===== src/rtl/rsp_s2_prep_pkg.sv =====
// Shared types and widths for the stage-2 prep path.
package rsp_s2_prep_pkg;

  localparam int unsigned FRAME_CNT_W = 16;
  localparam int unsigned FLUSH_CNT_W = 8;
  localparam int unsigned SMP_CNT_W   = 16;

  typedef enum logic [1:0] {
    ST_IDLE,
    ST_RUN,
    ST_FLUSH
  } state_t;

endpackage


===== src/rtl/rsp_s2_prep_frame_ctrl_if.sv =====
// Framed sample stream into and out of the stage-2 prep frame controller.
interface rsp_s2_prep_frame_ctrl_if #(
  parameter int DATA_WIDTH = 16
) ();

  logic                  i_valid;
  logic [DATA_WIDTH-1:0] i_data;
  logic                  i_sof;
  logic                  i_eof;
  logic                  o_ready;
  logic                  o_valid;
  logic [DATA_WIDTH-1:0] o_data;
  logic                  o_sof;
  logic                  o_eof;
  logic                  o_flush;

  modport slave (
    input  i_valid, i_data, i_sof, i_eof,
    output o_ready, o_valid, o_data, o_sof, o_eof, o_flush
  );

  modport master (
    output i_valid, i_data, i_sof, i_eof,
    input  o_ready, o_valid, o_data, o_sof, o_eof, o_flush
  );

endinterface


===== src/rtl/rsp_s2_prep_frame_ctrl.sv =====
// Registers framed samples onto the output stream, appends FLUSH_LEN zero
// samples after each frame and flags framing errors.
module rsp_s2_prep_frame_ctrl
  import rsp_s2_prep_pkg::*;
#(
  parameter int DATA_WIDTH    = 16,
  parameter int FLUSH_LEN     = 2,
  parameter int MAX_FRAME_LEN = 4096
) (
  input  logic                   clk,
  input  logic                   rst_n,
  rsp_s2_prep_frame_ctrl_if.slave strm,
  output logic [FRAME_CNT_W-1:0] o_frame_cnt,
  output logic                   o_err
);

  localparam logic [SMP_CNT_W-1:0]   MAX_CNT    = SMP_CNT_W'(MAX_FRAME_LEN);
  localparam logic [FLUSH_CNT_W-1:0] FLUSH_LAST = FLUSH_CNT_W'(FLUSH_LEN - 1);

  state_t                 state, state_n;
  logic [SMP_CNT_W-1:0]   smp_cnt, smp_cnt_n, smp_inc;
  logic [FLUSH_CNT_W-1:0] flush_cnt, flush_cnt_n;
  logic                   cnt_inc_q, cnt_inc_n;
  logic                   valid_n, sof_n, eof_n, flush_n, err_n;
  logic [DATA_WIDTH-1:0]  data_n;
  logic                   accept;

  assign strm.o_ready = (state != ST_FLUSH);
  assign accept       = strm.i_valid & strm.o_ready;
  assign smp_inc      = smp_cnt + 1'b1;

  always_comb begin
    state_n     = state;
    smp_cnt_n   = smp_cnt;
    flush_cnt_n = flush_cnt;
    cnt_inc_n   = 1'b0;
    valid_n     = 1'b0;
    data_n      = '0;
    sof_n       = 1'b0;
    eof_n       = 1'b0;
    flush_n     = 1'b0;
    err_n       = 1'b0;

    unique case (state)
      ST_IDLE: begin
        flush_cnt_n = '0;
        smp_cnt_n   = '0;
        if (accept) begin
          if (strm.i_sof) begin
            valid_n   = 1'b1;
            data_n    = strm.i_data;
            sof_n     = 1'b1;
            smp_cnt_n = SMP_CNT_W'(1);
            if (strm.i_eof) begin
              eof_n   = 1'b1;
              state_n = ST_FLUSH;
            end else begin
              state_n = ST_RUN;
            end
          end else begin
            err_n = 1'b1;
          end
        end
      end

      ST_RUN: begin
        if (accept) begin
          if (strm.i_sof) begin
            // overlapping SOF: drop it and close the open frame without EOF
            err_n   = 1'b1;
            state_n = ST_FLUSH;
          end else begin
            valid_n   = 1'b1;
            data_n    = strm.i_data;
            smp_cnt_n = smp_inc;
            if (strm.i_eof || smp_inc == MAX_CNT) begin
              eof_n   = 1'b1;
              err_n   = ~strm.i_eof;
              state_n = ST_FLUSH;
            end
          end
        end
      end

      ST_FLUSH: begin
        valid_n     = 1'b1;
        flush_n     = 1'b1;
        flush_cnt_n = flush_cnt + 1'b1;
        if (flush_cnt == FLUSH_LAST) begin
          flush_cnt_n = '0;
          cnt_inc_n   = 1'b1;
          state_n     = ST_IDLE;
        end
      end

      default: state_n = ST_IDLE;
    endcase
  end

  always_ff @(posedge clk or negedge rst_n) begin
    if (!rst_n) begin
      state     <= ST_IDLE;
      smp_cnt   <= '0;
      flush_cnt <= '0;
      cnt_inc_q <= 1'b0;
    end else begin
      state     <= state_n;
      smp_cnt   <= smp_cnt_n;
      flush_cnt <= flush_cnt_n;
      cnt_inc_q <= cnt_inc_n;
    end
  end

  // frame count lands one cycle after the last flush sample
  always_ff @(posedge clk or negedge rst_n) begin
    if (!rst_n) begin
      strm.o_valid <= 1'b0;
      strm.o_data  <= '0;
      strm.o_sof   <= 1'b0;
      strm.o_eof   <= 1'b0;
      strm.o_flush <= 1'b0;
      o_err        <= 1'b0;
      o_frame_cnt  <= '0;
    end else begin
      strm.o_valid <= valid_n;
      strm.o_data  <= data_n;
      strm.o_sof   <= sof_n;
      strm.o_eof   <= eof_n;
      strm.o_flush <= flush_n;
      o_err        <= err_n;
      if (cnt_inc_q) begin
        o_frame_cnt <= o_frame_cnt + 1'b1;
      end
    end
  end

endmodule


===== src/flat_wrapper.sv =====
// flat-port wrapper written by rule: the top's interface ports become plain ports
module rsp_s2_prep_frame_ctrl_flat import rsp_s2_prep_pkg::*;
#(
  parameter int DATA_WIDTH    = 16,
  parameter int FLUSH_LEN     = 2,
  parameter int MAX_FRAME_LEN = 4096
)
  (clk, rst_n, o_frame_cnt, o_err, strm_i_valid, strm_i_data, strm_i_sof, strm_i_eof, strm_o_ready, strm_o_valid, strm_o_data, strm_o_sof, strm_o_eof, strm_o_flush);
  rsp_s2_prep_frame_ctrl_if #(.DATA_WIDTH(DATA_WIDTH)) strm_i ();
  input  logic clk;
  input  logic rst_n;
  output logic [FRAME_CNT_W-1:0] o_frame_cnt;
  output logic o_err;
  input wire logic [$bits(strm_i.i_valid)-1:0] strm_i_valid;
  input wire logic [$bits(strm_i.i_data)-1:0] strm_i_data;
  input wire logic [$bits(strm_i.i_sof)-1:0] strm_i_sof;
  input wire logic [$bits(strm_i.i_eof)-1:0] strm_i_eof;
  output wire logic [$bits(strm_i.o_ready)-1:0] strm_o_ready;
  output wire logic [$bits(strm_i.o_valid)-1:0] strm_o_valid;
  output wire logic [$bits(strm_i.o_data)-1:0] strm_o_data;
  output wire logic [$bits(strm_i.o_sof)-1:0] strm_o_sof;
  output wire logic [$bits(strm_i.o_eof)-1:0] strm_o_eof;
  output wire logic [$bits(strm_i.o_flush)-1:0] strm_o_flush;
  assign strm_i.i_valid = strm_i_valid;
  assign strm_i.i_data = strm_i_data;
  assign strm_i.i_sof = strm_i_sof;
  assign strm_i.i_eof = strm_i_eof;
  assign strm_o_ready = strm_i.o_ready;
  assign strm_o_valid = strm_i.o_valid;
  assign strm_o_data = strm_i.o_data;
  assign strm_o_sof = strm_i.o_sof;
  assign strm_o_eof = strm_i.o_eof;
  assign strm_o_flush = strm_i.o_flush;
  rsp_s2_prep_frame_ctrl #(.DATA_WIDTH(DATA_WIDTH), .FLUSH_LEN(FLUSH_LEN), .MAX_FRAME_LEN(MAX_FRAME_LEN)) u_core (.clk(clk), .rst_n(rst_n), .strm(strm_i), .o_frame_cnt(o_frame_cnt), .o_err(o_err));
endmodule

===== config.mk =====
export PLATFORM = sky130hd
export DESIGN_NAME = rsp_s2_prep_frame_ctrl_flat
export DESIGN_NICKNAME = d
export VERILOG_FILES = /design/src/rtl/rsp_s2_prep_pkg.sv /design/src/rtl/rsp_s2_prep_frame_ctrl_if.sv /design/src/rtl/rsp_s2_prep_frame_ctrl.sv /design/src/flat_wrapper.sv
export SDC_FILE = /design/constraint.sdc
export NUM_CORES = 1
export LEC_CHECK = 0
export CORE_MARGIN = 5
export CORE_UTILIZATION = 25
export CTS_CLUSTER_DIAMETER = 40
export DETAILED_ROUTE_END_ITERATION = 10
export PLACE_DENSITY = 0.55
export SYNTH_ARGS = -nofsm -noshare
export SYNTH_HDL_FRONTEND = slang
export SYNTH_SLANG_ARGS = --single-unit

===== constraint.sdc =====
create_clock -name clk -period 2.05 [get_ports clk]
set_input_delay 0.615 -clock clk [delete_from_list [all_inputs] [get_ports clk]]
set_output_delay 0.615 -clock clk [all_outputs]
set_load 0.05 [all_outputs]

==> run metrics <==
status finished, final reports clean; dpl cells 527; sequential fraction of the synthesis area 53.1%; Clock Root Buffer clkbuf_16; Pwr per Cell Area 985 nW/um^2; worst skew pair latency roughly 0.32 ns; setup TNS 0 ns; overall routed net length 7.59 mm; Synth Flop Type dfrtp_1; fillers 1194; layout net count 422; initial antenna violation count 0; Clock Path Buffers 2; Slew Limit Headroom 54.6%; Core Util, Final 36.3%; fmax about 0.50 GHz; largest net degree at the start of global routing 65; Post-Syn Area 3020 um^2; Finished Layout Cells 548; Die W 120 um; Worst-Margin Slew 0.681 ns; # rows 40; DR WL/cell 13.9 um; htree depth 3; Final setup viols 0; top post-synthesis cells by area dfrtp_1 (53%), o21ai_0 (5.8%), xnor2_1 (4.6%); chip height 120 um; Routed Antenna Nets 0; synth warn 0; total grt overflow 0; Worst EP arrival ~2.3 ns; placed cell areas 3880 um^2; All-Layer GR Usage 10.6%; crit-path max FO 5; syn avg cell area 9.95 um^2; clk sink count 64; CP startpoint u_core.smp_cnt[6]; Layout area overhead 43.2%; fin. max-slew vios 0; leading area contributor after synthesis dfrtp_1; share of the synthesized area in the top cell type a little over half; synthesized instance count 303; synth unique cells 43; EDFF count, synth 0; WS Path Type reg2reg; Clock Skew 0.00544 ns; CTS tree yes; PortBufs between 50 and 60; most frequent cells in the layout buf_4 (65), dfrtp_1 (63), o21ai_0 (34); Crit path required time 2.30 ns; CORE AREA 11900 um^2; CTS buffer count 9; most common cell after layout, fill and taps aside buf_4; wire length of the first global-routing pass ~12 mm; Starting DRT DRC Count 195; Critical R2R Launch u_core.smp_cnt[6]; Net Count, Synth ~330; Ports 59; Detail Placement HPWL 5.16 mm; Clock transition at path regs 0.06 ns; # DRC 0; min Tclk post-route 1.99 ns; Leak 1.95 nW; Max IR drop VDD 0.000399 V; share of cells above drive strength 1 27.4%; unrepaired setup endpoints after global routing yes; Async SR Flop Fraction 100%; placer's final routability congestion estimate about 0.8; Hold WS 0.297 ns; n_diodes 0; Worst setup EP type flop; Final Hold Vio Count 0; hold crit path type in2async; Initial Util between 20% and 30%; vias in the first global route 2534; Final Cell Area between 4000 and 5000 um^2; Pre-antenna DRT Iters 4; #FFs+latches synth 64; Max Cap Violations 0; crit path launch type flop; DR vias 2576; Die ar. 14400 um^2; DR vias/cell ~4.7; period utilisation layout 97.2%
==> cells in the mapped netlist, drive strengths merged (3+ instances only) <==
library cell,count
buf,4
or4,3
nor4,4
inv,8
ha,5
o21ai,37
clkbuf,5
xnor2,16
a21oi,5
and3,5
nor2b,16
dfrtp,64
xor2,8
nand4,10
nor3,9
nand3,15
o31ai,4
nand2,28
nor2,31
nand2b,7
==> area by class of cell <==
class                   instances  area (um^2)  area share [%]
flip-flops and latches         64         1600            37.1
multi-input cells             222         1430            33.1
repair buffers                 91          777            18.0
clock buffers                  10          229            5.30
well taps                     147          184            4.26
clock inverters                 6         68.8            1.59
inverters                       8         30.0           0.695
==> cells by family after synthesis <==
logic type / count (synthesis) / synth area share, %
AOI/OAI and AO/OA: 55 / 10.9
xor gates and xnor gates: 24 / 6.97
adders and majority gates: 5 / 2.07
buffers and inverters: 17 / 2.53
DFF: 64 / 53.1
muxes: 1 / 0.373
and+or+nand+nor: 137 / 24.1
==> state kept, by name, summed over array words and instances (netlist names) <==
name,cells
u_core.o_frame_cnt,16
u_core.strm.o_sof,1
u_core.o_err,1
u_core.strm.o_eof,1
u_core.smp_cnt,16
u_core.flush_cnt,8
u_core.cnt_inc_q,1
u_core.state,2
u_core.strm.o_flush,1
u_core.strm.o_data,16
u_core.strm.o_valid,1
==> layer usage <==
metal	global-route usage (%)	vias to the layer above	wire, um
li1	-	1241	-
met1	14.1	1264	3600
met2	16.5	63	3510
met3	3.16	8	392
met4	3.36	0	88
met5	0	-	0
==> timing repair <==
action / 4_1_cts / 5_1_grt
gates resized for setup: 5 / 15
cloned: 0 / 0
hold buffers: 0 / 0
pin swaps: 4 / 7
setup endpoints to repair: 17 / 6
buffers inserted: 0 / 5
==> critical path, cell delays in order (launching register included) <==
cell and delay (ns):
dfrtp_1 0.40, buf_6 0.14, nand2b_1 0.14, or4_4 0.52, o311ai_4 0.09, nand4_1 0.19, or3_4 0.37, o21ai_2 0.06
==> final timing paths <==
path	endpoint	slack [ns]	cells after the start
min in group clk	u_core.o_frame_cnt[15]	0.49	1
hold reg to reg	u_core.o_frame_cnt[15]	0.49	1
setup reg to reg	u_core.strm.o_eof	0.06	7
setup / recovery	u_core.strm.o_eof	0.06	7
max in group asynchronous	u_core.smp_cnt[2]	1.46	2
hold / removal	u_core.o_frame_cnt[3]	0.30	2
==> where the power goes <==
part | internal [mW] | total, mW | switching, mW
registers | 1.41 | 1.54 | 0.133
logic | 0.399 | 1.19 | 0.793
clock network | 0.947 | 1.52 | 0.572
==> stage by stage <==
stage	setup WS [ns]	total power, mW
after floorplan	0.0240	2.26
after global placement	-0.520	2.73
after detailed placement	-0.483	2.74
after CTS	0.0329	4.29
after global routing	-0.0208	4.47
final	0.0567	4.26
No activity file was read; power rests on OpenSTA's default activity.
